**src/rtl/sata_host_oob.sv**
```systemverilog
// sata_host_oob: SATA host OOB sequencer (COMRESET/COMINIT/COMWAKE, ALIGN handshake) with ALIGN insertion in Ready.
// Define OOB_DEBUG_EN to enable the registered dbg capture bus and trig_o.
module sata_host_oob #(
  parameter logic [15:0] C_TIMEOUT   = 16'hFFFF,
  parameter logic [15:0] C_BURST_LEN = 16'h0288
) (
  input  logic         sys_clk,
  input  logic         sys_rst_n,
  input  logic         StartComm,
  output logic         CommInit,
  output logic         link_up,
  output logic         txcomstart,
  output logic         txcomtype,
  output logic         txelecidle,
  output logic         rxreset,
  output logic [31:0]  txdata,
  output logic [3:0]   txdatak,
  input  logic [31:0]  txdata_ll,
  input  logic         txdatak_ll,
  output logic         txdatak_pop,
  input  logic [2:0]   rxstatus,
  input  logic         rxbyteisaligned,
  input  logic         rxelecidle,
  input  logic         plllkdet,
  input  logic         tx_sync_done,
  input  logic [31:0]  rxdata,
  input  logic [3:0]   rxdatak,
  input  logic [31:0]  gtx_tune,
  input  logic         trig_i,
  output logic         trig_o,
  output logic [127:0] dbg
);
  localparam logic [3:0] S_IDLE             = 4'd0;
  localparam logic [3:0] S_RESET            = 4'd1;
  localparam logic [3:0] S_AWAIT_COMINIT    = 4'd2;
  localparam logic [3:0] S_AWAIT_NO_COMINIT = 4'd3;
  localparam logic [3:0] S_CALIBRATE        = 4'd4;
  localparam logic [3:0] S_COMWAKE          = 4'd5;
  localparam logic [3:0] S_AWAIT_COMWAKE    = 4'd6;
  localparam logic [3:0] S_AWAIT_NO_COMWAKE = 4'd7;
  localparam logic [3:0] S_AWAIT_ALIGN      = 4'd8;
  localparam logic [3:0] S_ADJUST_SPEED     = 4'd9;
  localparam logic [3:0] S_SEND_ALIGN       = 4'd10;
  localparam logic [3:0] S_READY            = 4'd11;
  localparam logic [31:0] ALIGN = 32'h7B4A4ABC;
  logic [3:0]  state, next_state;
  logic [15:0] count;
  logic        sc_s1, sc_s2;
  logic [2:0]  na_sr;
  logic [7:0]  align_cnt;
  logic        phy_ready, burst_done, timeout, align_det, nonalign, na_det, align_req, cnt_en, pass_ll;
  assign phy_ready   = plllkdet & tx_sync_done;
  assign burst_done  = (count == C_BURST_LEN) | rxstatus[0];
  assign timeout     = (count == C_TIMEOUT);
  assign align_det   = rxbyteisaligned & ((rxdatak[0] & (rxdata == 32'h7B4A4ABC)) |
                                          (rxdatak[1] & (rxdata == 32'h4A4ABC7B)) |
                                          (rxdatak[2] & (rxdata == 32'h4ABC7B4A)) |
                                          (rxdatak[3] & (rxdata == 32'hBC7B4A4A)));
  assign nonalign    = rxbyteisaligned & ((rxdatak[0] & (rxdata[7:0]   == 8'h7C)) |
                                          (rxdatak[1] & (rxdata[15:8]  == 8'h7C)) |
                                          (rxdatak[2] & (rxdata[23:16] == 8'h7C)) |
                                          (rxdatak[3] & (rxdata[31:24] == 8'h7C)));
  assign na_det      = &na_sr;
  assign align_req   = ((align_cnt == 8'h00) | (align_cnt == 8'hFF)) & ~txdatak_ll;
  assign txdatak_pop = ~align_req;
  assign pass_ll     = (state == S_READY) & ~align_req;
  assign CommInit    = rxstatus[2];
  assign rxreset     = 1'b0;
  assign cnt_en      = (next_state == state) & (state inside {S_RESET, S_AWAIT_COMINIT, S_COMWAKE, S_AWAIT_COMWAKE, S_AWAIT_ALIGN});
  always_comb begin
    next_state = state;
    case (state)
      S_IDLE:             next_state = phy_ready ? S_RESET : state;
      S_RESET:            next_state = burst_done ? S_AWAIT_COMINIT : state;
      S_AWAIT_COMINIT:    next_state = rxstatus[2] ? S_AWAIT_NO_COMINIT : timeout ? S_IDLE : state;
      S_AWAIT_NO_COMINIT: next_state = rxstatus[2] ? state : S_CALIBRATE;
      S_CALIBRATE:        next_state = S_COMWAKE;
      S_COMWAKE:          next_state = !burst_done ? state : rxstatus[1] ? S_AWAIT_NO_COMWAKE : S_AWAIT_COMWAKE;
      S_AWAIT_COMWAKE:    next_state = rxstatus[1] ? S_AWAIT_NO_COMWAKE : timeout ? S_IDLE : state;
      S_AWAIT_NO_COMWAKE: next_state = rxstatus[1] ? state : S_AWAIT_ALIGN;
      S_AWAIT_ALIGN:      next_state = align_det ? S_ADJUST_SPEED : timeout ? S_IDLE : state;
      S_ADJUST_SPEED:     next_state = S_SEND_ALIGN;
      S_SEND_ALIGN:       next_state = na_det ? S_READY : state;
      S_READY:            next_state = rxelecidle ? S_IDLE : state;
      default:            next_state = S_IDLE;
    endcase
    if (sc_s2) next_state = S_IDLE;
  end
  always_ff @(posedge sys_clk or negedge sys_rst_n)
    if (!sys_rst_n) begin
      state     <= S_IDLE;
      count     <= 16'd0;
      sc_s1     <= 1'b0;
      sc_s2     <= 1'b0;
      na_sr     <= 3'b000;
      align_cnt <= 8'd1;
    end else begin
      state     <= next_state;
      count     <= cnt_en ? count + 16'd1 : 16'd0;
      sc_s1     <= StartComm;
      sc_s2     <= sc_s1;
      na_sr     <= {na_sr[1:0], nonalign & (state == S_SEND_ALIGN)};
      align_cnt <= ((state != S_READY) | txdatak_ll) ? 8'd1 : gtx_tune[31] ? align_cnt + 8'd1 : align_cnt;
    end
  // Control outputs follow the state one cycle late; Calibrate/AdjustSpeed keep prior values.
  always_ff @(posedge sys_clk or negedge sys_rst_n)
    if (!sys_rst_n) begin
      txelecidle <= 1'b0;
      txcomstart <= 1'b0;
      txcomtype  <= 1'b0;
      link_up    <= 1'b0;
      txdata     <= ALIGN;
      txdatak    <= 4'b0001;
    end else begin
      case (state)
        S_IDLE: begin
          txelecidle <= 1'b0;
          txcomtype  <= 1'b0;
          txcomstart <= 1'b0;
          link_up    <= 1'b0;
        end
        S_RESET: begin
          txelecidle <= 1'b1;
          txcomtype  <= 1'b0;
          txcomstart <= 1'b1;
        end
        S_AWAIT_COMINIT, S_AWAIT_NO_COMINIT, S_AWAIT_COMWAKE, S_AWAIT_NO_COMWAKE: begin
          txelecidle <= 1'b1;
          txcomstart <= 1'b0;
        end
        S_COMWAKE: begin
          txelecidle <= 1'b1;
          txcomtype  <= 1'b1;
          txcomstart <= 1'b1;
        end
        S_AWAIT_ALIGN, S_SEND_ALIGN: begin
          txelecidle <= 1'b0;
          txcomstart <= 1'b0;
        end
        S_READY: begin
          txelecidle <= 1'b0;
          link_up    <= 1'b1;
        end
        default: ;
      endcase
      txdata  <= (state == S_AWAIT_ALIGN) ? 32'h4A4A4A4A : pass_ll ? txdata_ll : ALIGN;
      txdatak <= {3'b000, (state == S_AWAIT_ALIGN) ? 1'b0 : pass_ll ? txdatak_ll : 1'b1};
    end
  logic unused_ok;
`ifdef OOB_DEBUG_EN
  assign unused_ok = ^gtx_tune[30:0];
  always_ff @(posedge sys_clk or negedge sys_rst_n)
    if (!sys_rst_n) begin
      dbg    <= 128'd0;
      trig_o <= 1'b0;
    end else begin
      dbg    <= {trig_i, ~sys_rst_n, plllkdet, 1'b0, align_det, rxreset, link_up, rxbyteisaligned,
                 na_det, tx_sync_done, sc_s2, rxelecidle, phy_ready, txelecidle, txcomtype, txcomstart,
                 5'd0, rxstatus, count, 4'd0, state, 4'd0, txdatak, 4'd0, rxdatak, txdata, rxdata};
      trig_o <= trig_i & (state == S_READY);
    end
`else
  assign unused_ok = ^{gtx_tune[30:0], trig_i};
  assign dbg       = 128'd0;
  assign trig_o    = 1'b0;
`endif
endmodule

```
**config.mk**
```make
export PLATFORM = sky130hd
export DESIGN_NAME = sata_host_oob
export DESIGN_NICKNAME = d
export VERILOG_FILES = /design/src/rtl/sata_host_oob.sv
export SDC_FILE = /design/constraint.sdc
export NUM_CORES = 1
export LEC_CHECK = 0
export BUFFER_PORTS_ARGS = -buffer_cell sky130_fd_sc_hd__buf_4
export CORE_MARGIN = 8
export CORE_UTILIZATION = 31
export CTS_CLUSTER_SIZE = 24
export DETAILED_ROUTE_END_ITERATION = 10
export SYNTH_ARGS = -nofsm -noshare
export SYNTH_HDL_FRONTEND = slang
export SYNTH_SLANG_ARGS = --single-unit
```
**constraint.sdc**
```tcl
create_clock -name sys_clk -period 2.6 [get_ports sys_clk]
set_input_delay 0.26 -clock sys_clk [delete_from_list [all_inputs] [get_ports sys_clk]]
set_output_delay 0.26 -clock sys_clk [all_outputs]
set_load 0.03 [all_outputs]
```
After elaboration in Yosys (flattened, before gate mapping)
Index checks and enable logic that the tools add are counted.
Widths: inputs -> output; s select.
{"block": "op_classes", "n_addsub": 2, "multipliers": 0, "div_mod_pow": 0, "n_lt_le_gt_ge": 0, "n_eq_ne": 24, "shifts": 0, "mux": 25, "n_bitwise": 26, "n_reduce_logical": 14}
{"cell": "$eq 32x31->1 const B", "n": 3}
{"cell": "$mux 32", "n": 2}
{"cell": "$mux 4", "n": 12}
{"cell": "$pmux 4 s12", "n": 1}
{"cell": "$eq 32x32->1 const B", "n": 1}
{"cell": "$eq 8x7->1 const B", "n": 4}
{"cell": "$add 16x1->16 const B", "n": 1}
{"cell": "$eq 16x10->1 const B", "n": 1}
{"cell": "$eq 16x16->1 const B", "n": 1}
{"cell": "$eq 4x3->1 const B", "n": 4}
{"cell": "$eq 4x4->1 const B", "n": 4}
{"cell": "$mux 16", "n": 1}
{"cell": "$mux 8", "n": 2}
{"cell": "$and 1x1->1", "n": 15}
{"cell": "$reduce_bool 2->1", "n": 5}
{"cell": "$or 1x1->1", "n": 9}
{"cell": "$add 8x1->8 const B", "n": 1}
{"cell": "$eq 4x2->1 const B", "n": 2}
{"cell": "$eq 8x8->1 const B", "n": 1}
{"cell": "$logic_not 8->1", "n": 1}
{"cell": "$pmux 1 s2", "n": 4}
{"cell": "$reduce_or 7->1", "n": 1}
{"cell": "$reduce_or 6->1", "n": 1}
{"cell": "$reduce_bool 5->1", "n": 1}
{"cell": "other kinds (9)", "n": 13}
{"block": "word_totals", "regBits": 70, "latchBits": 0, "mem_bits_rw": 0, "romBits": 0, "inputBits": 112, "output_inout_bits": 172, "elab_cells": 103, "memories": 0}

Depth between registers and ports, before layout
{"block": "logic_depth", "depth_word": 12, "depth_mapped": 10, "ltp_nobuf": 9}

Worst setup path before layout
Ideal clock, no wire load.
{"block": "synth_timing", "path_type": "flip-flop to flip-flop", "start": "register count[0]", "end": "register count[10]", "setup_ns": 0.123, "arrival_ns": 2.076, "setup_slack_ns": 0.401, "path_stages_with_launch": 9, "period_less_slack_ns": 2.199, "path_cell_list": "dfrtp_1 ha_1 nand3_1 nor3_4 nand3_2 or3b_4 o311ai_4 buf_6 nor3_2"}
{"block": "synth_via", "elab_chain_len": 8}
{"item": "from (decl)", "line": "47", "source": "logic [15:0] count;"}
{"item": "from (signal assigned)", "line": "99", "source": "count <= cnt_en ? count + 16'd1 : 16'd0;"}
{"item": "$eq 16x16->1 / $eq 16x10->1 (equally long branches)", "line": "54, 53"}
{"item": "$mux 4 / $or 1x1->1 (equally long branches)"}
{"item": "$mux 4 (on tied branches)"}
{"item": "$pmux 4 s12", "line": "72", "source": "case (state)"}
{"item": "$mux 4", "line": "87", "source": "if (sc_s2) next_state = S_IDLE;"}
{"item": "$eq 4x4->1", "line": "69", "source": "assign cnt_en = (next_state == state) & (state inside {S_RESET, S_AWAIT_COMINIT, S_COMWAKE, S_AWAIT_COMWAKE, S ..."}
{"item": "$and 1x1->1", "line": "69"}
{"item": "$mux 16 (*)", "line": "99"}
Mark *: on every way between the ends. The rest lies on a longest branch, timed or not.
A chain may end at the register's enable or synchronous reset.

Final worst setup path
{"block": "layout_timing", "start": "register count[0]", "end": "register count[5]"}
The elaborated chain is that of the path after synthesis.

==> impl_metrics.json <==
{
  "synth_top_area_share_pct": 27.8,
  "seqCellArea_um2": 1780,
  "yosys_warnings": 0,
  "utilization_pct": 38.3,
  "r2r_end": "count[5]",
  "crit_cells": 10,
  "hpwl_um": 8940,
  "drive_gt1_share_pct": 30.9,
  "fin_crit_sh_pct": 92.4,
  "cts_buffer_depth": 2,
  "cts_sinks": 70,
  "synth_cells": 484,
  "layout_min_cycle_time_ns": 2.40,
  "initial_core_util_pct": 31.7,
  "ys_seq_elements": 70,
  "r2r_cells": 10,
  "rrSetupSlack_ns": 0.20,
  "die_area_um2": 18900,
  "p_clk_share_pct": 40.0,
  "nFillCells": 1485,
  "wirelength_um": 11300,
  "power_density_nw_per_um2": 512,
  "synth.avg_cell_area_um2": 9.47,
  "slowest_stage": "dfrtp_1",
  "avgRoutedWirePerCell_um": 14.2,
  "net-switching-power_mw": 0.885,
  "synth_edf_count": 0,
  "grt_max_degree": 71,
  "hp-class": "input pin to async pin",
  "p_int_mw": 1.96,
  "yosys-top-cells-area": "dfrtp_1, buf_4, dfstp_2",
  "worstSetupPathType": "flop to flop",
  "port_buffers": 118,
  "timing.final.hold_violations": 0,
  "areaGrowthSynthToFinish_pct": 20.9,
  "r2r_start": "count[0]",
  "critPathArrivalTime_ns": 2.64,
  "crit_path_start": "count[0]",
  "row_count": 44,
  "synthArstFlopShare_pct": 100,
  "synth_common_cells": "buf_4, dfrtp_1, nand2_1",
  "end_kind": "flop",
  "route.detailed.drc": 0,
  "cp-start-kind": "flop",
  "vias": 3425,
  "cts_tree": "built",
  "fin_skew_ns": 0.00523,
  "drv_cap": 0,
  "design_area_um2": 5550,
  "ctsHoldBuffers": 0,
  "pre_cts_ws_ns": 0.170,
  "layout.nets": 726,
  "grt_pass1_vias": 3522,
  "htree_levels": 3,
  "ys.flop_type": "dfrtp_1",
  "worst_slew_pin_slew_ns": 0.901,
  "max_freq_ghz": 0.416,
  "core_area_um2": 14500,
  "worst_slack_ns": 0.197,
  "ir_drop_uv": 244,
  "antenna_left": 0,
  "p_comb_share_pct": 20.3,
  "die_h_um": 138,
  "critPathTopFamily": "simple AND/OR/NAND/NOR gates",
  "grt_first_pass_wirelength_um": 17100,
  "antenna_found_initial": 0,
  "critPathMaxFanout": 16,
  "worst-path-buf-inv": 2,
  "die_x_um": 138,
  "via_per_inst": 4.29,
  "multi_input_area_um2": 2190,
  "clockRootBuffer": "clkbuf_16",
  "antenna_cells": 0,
  "outcome": "complete, no violations",
  "power.total_mw": 2.84,
  "yosysTopAreaCell": "dfrtp_1",
  "clk_pin_slew_ns": 0.05,
  "relSlewSlack_pct": 40.0,
  "drt-initial-drc-count": 178,
  "yosysMostFrequentCell": "buf_4",
  "worst_ep_required_time_ns": 2.83,
  "slowest_delay_ns": 0.42,
  "sequentialPowerShare_pct": 39.7,
  "p_leak_nw": 2.65,
  "cts_buffers": 9,
  "clock_latency_ns": 0.32,
  "synth_cell_types": 67,
  "maxSlewViolCount": 0,
  "seq_area_frac_synth_pct": 38.7,
  "setup_viol": 0,
  "io_pins": 284,
  "place_area_um2": 5250,
  "switching_share_pct": 31.1,
  "cp_cell_sequence": "inv_1 > ha_1 > nor4bb_2 > and4_2 > o32ai_2 > o21bai_1 > mux2i_2 > o311ai_4 > buf_12 > nor3_1",
  "place_congestion": 0.798,
  "gr-usage-all-layers_pct": 11.3,
  "grt_overflow": 0,
  "synthesis.area_um2": 4590,
  "first_pass_iters": 4,
  "endpoint": "count[5]"
}
[registers in the layout, indices dropped and copies added, names as in the netlist]
register and cells:
sc_s2 1, sc_s1 1, txdata 32, txelecidle 1, count 16, na_sr 3
txcomtype 1, state 4, link_up 1, align_cnt 8, txcomstart 1, txdatak 1
[layer usage]
layer	vias up	routed length (µm)	share of wire [%]	GRT usage, %
li1	1635	-	-	-
met1	1650	4070	36	11.9
met2	127	6270	55	20.5
met3	13	850	7.5	3.68
met4	0	116	1.0	3.74
met5	-	0	0	0
[how the worst min path moves through the flow]
stage,cells after the start,slack (ns),end,from
after floorplan,0,-0.04,align_cnt[1],sys_rst_n
after global placement,0,0.35,sc_s2,sc_s1
after detailed placement,0,0.34,sc_s2,sc_s1
after CTS,1,0.03,sc_s1,StartComm
after global routing,1,0.02,sc_s1,StartComm
final,1,0.03,link_up,sys_rst_n
[final cells by class]
cell class | count | share of cell area [%]
multi-input cells | 380 | 39.5
flip-flops and latches | 70 | 32.0
clock buffers | 12 | 4.63
well taps | 184 | 4.15
clock inverters | 4 | 0.406
repair buffers | 130 | 18.1
inverters | 19 | 1.29
[worst reg2reg max path, delay by kind of cell, from the launching register on]
kind / cells / cell delay (ns)
compound gates: 3 / 0.49
flops: 1 / 0.42
mux: 1 / 0.30
buf+inv: 2 / 0.27
simple gates: 3 / 0.70
fa+ha+maj: 1 / 0.13
[kinds of logic after synthesis]
| logic type | synth area share [%] |
|---|---|
| AO/OA/AOI/OAI | 9.14 |
| XOR/XNOR | 3.63 |
| adder cells (fa/ha/maj) | 1.09 |
| buffers and inverters | 24.8 |
| flip-flops | 38.7 |
| multiplexers | 0.655 |
| other | 0.0818 |
| AND/OR/NAND/NOR | 21.9 |
[power groups by stage]
stage,Clock [mW],Combinational (mW),Sequential (mW)
after global routing,1.23,0.623,1.13
after detailed placement,0,0.566,1.15
final,1.14,0.578,1.13
after floorplan,0,0.538,1.14
after global placement,0,0.562,1.14
after CTS,1.19,0.567,1.13
[placed cells by master, fill, tap and decap left out, types with 3 or more instances in the layout]
cell       synthesis  final
a21o_1             5      5
nor2_1            22     22
nand2_1           26     26
nor3_1            11     11
nand4_1           11     11
nor3_2            11     11
or3_1              5      5
a21oi_1           18     18
xnor2_1            6      6
nand4b_1           3      3
nand2b_1          14     14
o21ai_0            7      7
nand3b_1           3      3
ha_1               4      4
dfrtp_1           51     51
nand3_1           11     11
clkinv_2           0      3
or4_1              3      3
and2_1            14     14
conb_1             1    133
dfstp_2           19     19
clkbuf_16          0      9
nor4_1             5      5
a31oi_1            3      3
xor2_1            13     13
inv_1             18     18
nor4b_1            5      5
buf_4            135    128
[metrics by stage]
stage / cells / hold WS (ns) / setup TNS, ns
floorplan: 616 / -0.0356 / 0
global placement: 783 / 0.346 / 0
detailed placement: 783 / 0.343 / 0
CTS: 799 / 0.0281 / 0
global route: 799 / 0.0241 / -0.0139
finish: 799 / 0.0253 / 0
[timing repair]
item,4_1_cts,5_1_grt
gates resized for setup,0,4
buffers inserted,0,0
endpoints found under the setup margin,0,7
(Power assumes the default switching activity.)
